**src/rtl/mod_updown_counter.sv**
```systemverilog
// General-purpose up/down event counter for timer and clock-divider paths.
// It has a programmable terminal value, wrap/saturate modes, an enable prescaler and a cascade carry.
module mod_updown_counter #(
  parameter int WIDTH    = 4,
  parameter int MAX_VAL  = 15,
  parameter int SATURATE = 0,
  parameter int PRESCALE = 1
) (
  input  logic             clk,
  input  logic             reset,
  input  logic             enable,
  input  logic             up_down,
  input  logic             clear,
  input  logic             load,
  input  logic [WIDTH-1:0] load_value,
  input  logic             flag_clr,
  output logic [WIDTH-1:0] count,
  output logic             carry_out,
  output logic             boundary_flag
);

  localparam int              PW    = (PRESCALE > 1) ? $clog2(PRESCALE) : 1;
  localparam logic [WIDTH-1:0] MAXV = WIDTH'(MAX_VAL);
  localparam logic [PW-1:0]   PLAST = PW'(PRESCALE - 1);

  logic [PW-1:0]    pre;
  logic             tick, step, at_max, at_min;
  logic [WIDTH-1:0] lv_clamp, cnt_up, cnt_dn;

  assign tick   = enable & (pre == PLAST);
  assign step   = tick & ~clear & ~load;
  assign at_max = (count == MAXV);
  assign at_min = (count == '0);

  assign carry_out = step & (up_down ? at_max : at_min);

  assign lv_clamp = (load_value > MAXV) ? MAXV : load_value;

  // Boundary cases are handled explicitly, so a full-range MAX_VAL never relies on WIDTH-bit overflow.
  assign cnt_up = at_max ? ((SATURATE != 0) ? MAXV : '0) : count + WIDTH'(1);
  assign cnt_dn = at_min ? ((SATURATE != 0) ? '0 : MAXV) : count - WIDTH'(1);

  always_ff @(posedge clk or negedge reset) begin
    if (!reset) begin
      pre <= '0;
    end else if (clear || load) begin
      pre <= '0;
    end else if (enable) begin
      pre <= tick ? '0 : pre + PW'(1);
    end
  end

  always_ff @(posedge clk or negedge reset) begin
    if (!reset) begin
      count <= '0;
    end else if (clear) begin
      count <= '0;
    end else if (load) begin
      count <= lv_clamp;
    end else if (step) begin
      count <= up_down ? cnt_up : cnt_dn;
    end
  end

  // When a boundary event and flag_clr land on the same edge, the set takes priority.
  always_ff @(posedge clk or negedge reset) begin
    if (!reset) begin
      boundary_flag <= 1'b0;
    end else if (carry_out) begin
      boundary_flag <= 1'b1;
    end else if (flag_clr) begin
      boundary_flag <= 1'b0;
    end
  end

endmodule

```
**config.mk**
```make
export PLATFORM = sky130hd
export DESIGN_NAME = mod_updown_counter
export DESIGN_NICKNAME = d
export VERILOG_FILES = /design/src/rtl/mod_updown_counter.sv
export SDC_FILE = /design/constraint.sdc
export NUM_CORES = 1
export LEC_CHECK = 0
export ABC_AREA = 1
export CAP_MARGIN = 10
export CORE_AREA = 2 2 39 41
export DETAILED_ROUTE_END_ITERATION = 12
export DIE_AREA = 0 0 41 43
export GPL_TIMING_DRIVEN = 0
export HOLD_SLACK_MARGIN = 0.03
export PLACE_DENSITY = 0.71
export SETUP_SLACK_MARGIN = 0.1
export SYNTH_ARGS = -nofsm -noshare
export SYNTH_HDL_FRONTEND = slang
export SYNTH_SLANG_ARGS = --single-unit
```
**constraint.sdc**
```tcl
create_clock -name clk -period 1.23 [get_ports clk]
set_input_delay 0.246 -clock clk [delete_from_list [all_inputs] [get_ports clk]]
set_output_delay 0.246 -clock clk [all_outputs]
set_load 0.01 [all_outputs]
```
# Word-level counts from Yosys, hierarchy flattened
# Index checks and enable logic that the tools add are counted.
op_classes:
  order_cmp: 1
  muxes: 13
  n_bitwise: 7
  eq_ne: 1
  n_addsub: 3
  reduce_logical: 5
op_table:
  columns: ["cell", "count"]
  rows:
  - ["$mux 4", 7]
  - ["$mux 1", 6]
  - ["$add 4x1->4 const B", 1]
  - ["$and 1x1->1", 4]
  - ["$eq 4x4->1 const B", 1]
  - ["$gt 4x4->1 const B", 1]
  - ["$logic_not 4->1", 1]
  - ["$reduce_bool 2->1", 2]
  - ["$sub 4x1->4 const B", 1]
  - ["$not 1->1", 3]
  - ["$reduce_bool 3->1", 1]
  - ["$add 1x1->1 const B", 1]
  - ["$logic_or 1x1->1", 1]
word_totals:
  inputBits: 11
  ff_bits: 6
  out_inout_bits: 6

# Logic depth before layout (Yosys ltp)
logic_depth:
  word_depth: 7
  depth_mapped: 10

# Least setup slack after synthesis
# OpenSTA, ideal clock, no wires.
synth_timing:
  path_type: "register to output"
  start: "register count[0]"
  end: "output port carry_out"
  t_arrival_ns: 1.193
  path_stages_with_launch: 9
  path_slack_ns: -0.209
  required_ns: 0.984
  cell_sequence: "dfrtp_1 > inv_1 > ha_1 > inv_1 > nor3_1 > nand2_1 > nand2_1 > nand2_1 > inv_1"
synth_via:
  elab_chain_cells: 3
synth_rtl:
  columns: ["item", "line_no", "rtl"]
  rows:
  - ["start: declaration", "17", "output logic [WIDTH-1:0] count,"]
  - ["start signal: assignment", "59", "count <= lv_clamp;"]
  - ["start signal: assignment", "61", "count <= up_down ? cnt_up : cnt_dn;"]
  - ["$eq 4x4->1 / $logic_not 4->1 (equally long branches)", "32, 33", null]
  - ["$mux 1 (*)", "35", "assign carry_out = step & (up_down ? at_max : at_min);"]
  - ["$and 1x1->1 (*)", "35", null]
  - ["end: declaration", "18", "output logic carry_out,"]
# Mark *: on every way between the ends. The rest lies on a longest branch, timed or not.

# Worst setup path in the final report
# Ends and elaborated chain as after synthesis.

==> flow_results.org <==
** Finish
- The area growth from synthesis to layout is 102%.
- Proportion of layout cells with a drive suffix above 1 :: about 42%
- The number of antenna diodes in the final layout is 0.
- The net count of the finished layout is 123.
- Filler instances :: 126
- After the flow finishes, the layout carries non-filler instances totaling 125.
- After routing the design area is 910 µm².

** Place
- Instance area after placement :: 653 µm²
- The HPWL after detailed placement is about 800 µm.
- Count of buffers inserted at the top-level ports :: 16
- Placement-stage worst setup slack :: -756 ps
- After detailed placement, the design holds a cell count of 103.
- Routability-driven placement finished with a final weighted congestion of 0.804.

** Routing
- DR DRC count :: 0
- The pre-antenna-repair detailed-routing pass consisted of 4 iterations.
- Summing over every cut layer, the via total after detailed routing is 586.
- In this run the remaining antenna-violating nets after routing total 0.
- For this block, the initial DRC count from the detailed router was 8.
- In the final routed layout, each cell accounts on average for 11.5 µm.
- DR vias/cell :: 4.69
- The final layout contains routed wiring with a total length of 1.43 mm.

** Logic synthesis
- In this run the mean area of a mapped cell was 6.34 µm².
- Synthesis produced a netlist with a net count of 84.
- The synthesized design contains 6 register bits.
- During synthesis, Yosys emitted a total of 0 warnings.
- In this run the cell area of the synthesized design comes to 450 µm².
- After synthesis, the cell types taking the most area are sky130_fd_sc_hd__dfrtp_1 33%, sky130_fd_sc_hd__nand2_1 18%, sky130_fd_sc_hd__inv_1 9.2%, sky130_fd_sc_hd__nand3_1 7.8%, sky130_fd_sc_hd__nor2_1 7.5%.
- Number of enable-type register cells in the synthesized netlist :: 0
- Top post-synthesis cells by count :: 21 x sky130_fd_sc_hd__nand2_1, 11 x sky130_fd_sc_hd__inv_1, 9 x sky130_fd_sc_hd__nor2_1
- Count leader, synth :: sky130_fd_sc_hd__nand2_1
- The synthesized design spends more area on one cell type than any other, namely sky130_fd_sc_hd__dfrtp_1.
- Proportion of synthesized flip-flops having asynchronous set or reset :: 100%
- Leading register cell type out of synthesis :: sky130_fd_sc_hd__dfrtp_1
- Synthesis produced a netlist whose cell count is 71.
- The number of different library cells used by synthesis comes to 15.
- Of the post-synthesis cell area, the dominant cell type holds 33.3%.
- Sequential share of the synthesized area :: 33.3%

** Power and ir drop
- Summed over all cells, the static leakage comes to around 0.44 nW.
- Max VDD drop :: 0.357 mV
- Power density normalized to cell area :: around 900 nW/µm²

** Die
- In this run the horizontal extent of the chip is 41 µm.
- Die span in y :: around 43 µm
- The floorplan step defined a die boundary enclosing 1760 µm².
- Core region area :: approximately 1400 µm²
- 17 I/O pins were placed.
- Effective utilization at floorplan :: 32.5%
- In this run the core area contains 14 standard-cell rows.

** Critical path
- Worst setup path class :: register to primary output
- The slowest stage of the critical path is the sky130_fd_sc_hd__dfrtp_2 cell.
- The worst register-to-register path ends at count[2].
- The worst setup path is launched from a register.
- Worst Path Max Fanout :: 2
- Origin of the critical flop-to-flop path :: count[0]
- The critical path goes through inv_4 -> ha_4 -> inv_2 -> nor3_2 -> nand2_1 -> nand2_1 -> nand2_2 -> inv_2 -> buf_6.
- Across all register-to-register paths, the minimum setup slack is -330 ps.
- Arrival time of data at the critical path endpoint :: 1490 ps
- For the worst setup path, the data required time is just under 1000 ps.
- Maximum cell stage delay along the critical path :: 430 ps
- Reg2Reg Depth :: 11
- Worst Setup End Kind :: primary output

** GRT
- In the global route stage, met3 resource usage came out at 2.09%.
- Congestion Overflow GR :: 0
- The initial antenna violation count came to 0.
- Global routing used 30.0% of the available met2 tracks.
- In this run the most used layer during global routing was met2.
- Across every metal layer, demand over resource in global routing totals a little under a fifth.
- Met1 Use GR :: 23.0%
- Entering global routing, the biggest net connects 11 pins.
- Vias in the first global route :: 542
- The first global-routing pass estimated 2.17 mm of wire.

** Outcome
- Violated checks :: setup timing
- Result of the run :: complete, but fails checks

** Clocking
- Cell chosen for the clock root :: sky130_fd_sc_hd__clkbuf_4
- Counting every sink on the clock net gives 6.
- CTS built an H-tree with a depth of 1.
- Insertion delay of the later-clocked pin in the worst-skew pair :: between 200 and 250 ps
- Number of buffers created by CTS :: 3
- CTS clk-pin slew, worst paths :: 50 ps
- The longest clock path from root to sink contains 2 buffers.
- TritonCTS built the clock tree.

** Timing
- After layout, the worst path uses 141% of the clock period.
- Final worst path period need :: between 1500 and 2000 ps
- Actual transition at the worst max-transition pin :: 283 ps
- Final setup violation count :: 7
- Adding up every negative setup slack in the final design gives -1430 ps.
- Headroom to the max-slew limit :: 81.1%
- The max-slew violation count is 0.
- Clk_skew :: 5.40 ps
- Number of hold violations in the final report :: 0
- Top achievable clock speed :: about 0.58 GHz
- Setup repair after global routing could not meet its margin everywhere.
- After layout, the worst setup slack is -503 ps.

** Worst hold path
- The min-delay analysis places its worst path in the category input port to asynchronous set/reset pin.

** Run
- The tool flagged a number of max-cap violations equal to 0.
-- placed cells by master, fill, tap and decap left out, drive strengths merged --
master	n
buf	24
a21oi	1
ha	2
o211ai	1
clkdlybuf4s15	1
clkdlybuf4s50	10
or2	1
clkbuf	4
nand2	21
inv	11
o21ai	5
nand4	3
o22ai	1
dfrtp	6
nor3	2
nand3	7
nor2	9
-- where the power goes --
part	total, mW	switching [mW]	internal (mW)
clock	0.195	0.0725	0.123
sequential	0.235	0.0194	0.215
combinational	0.371	0.161	0.210
total	0.802	0.253	0.549
-- critical path: cells and delay by family (launching register included) --
family,cells,cell delay [ps]
simple gates,4,450
flops,1,430
buf+inv,4,250
fa+ha+maj,1,120
-- flip-flops by register name (all words and copies together) (netlist names) --
name           count
boundary_flag      1
count              4
pre                1
-- metrics by stage --
stage | util (%) | hold slack [ps] | power (mW)
final | 65.7 | 247 | 0.802
after detailed placement | 47.2 | 505 | 0.450
after global placement | 47.2 | 494 | 0.448
after global routing | 65.7 | 245 | 0.859
after floorplan | - | -49.6 | 0.357
after CTS | 61.0 | 262 | 0.753
-- cells by family (layout without fill, tap and decap cells) --
kind of cell | Yosys count | count (layout) | synth area share (%)
DFF | 6 | 6 | 33.3
AOI/OAI and AO/OA | 8 | 8 | 9.72
buffers and inverters | 12 | 50 | 10.8
adders and majority gates | 2 | 2 | 5.55
and+or+nand+nor | 43 | 43 | 40.6
-- per-layer routing --
| layer | vias to the layer above | routed length, µm |
|---|---|---|
| met3 | 0 | 39 |
| met4 | 0 | 0 |
| met1 | 263 | 631 |
| met5 | - | 0 |
| li1 | 305 | - |
| met2 | 18 | 761 |
-- timing repair --
item / 4_1_cts / 5_1_grt
gates resized for setup: 41 / 12
pin swaps: 5 / 7
buffers inserted: 16 / 6
hold endpoints to repair: 0 / 0
setup endpoints to repair: 11 / 10
hold buffers: 0 / 0
-- area by class of cell --
class	count	area, µm²	area share (%)
plain buffers	1	7.51	0.825
clock buffers	4	26.3	2.89
inverters	11	43.8	4.81
multi-input cells	53	318	34.9
flip-flops and latches	6	155	17.1
well taps	16	20.0	2.20
repair buffers	34	339	37.3
-- worst max path at each step --
stage	start	to	slack [ps]
6_report	count[0]	carry_out	-500
5_1_grt	count[0]	carry_out	-570
4_1_cts	count[1]	carry_out	-470
3_5_place_dp	up_down	carry_out	-760
3_3_place_gp	up_down	carry_out	-750
2_1_floorplan	count[0]	carry_out	-70
Note: power is estimated with default switching activity, not from simulation.
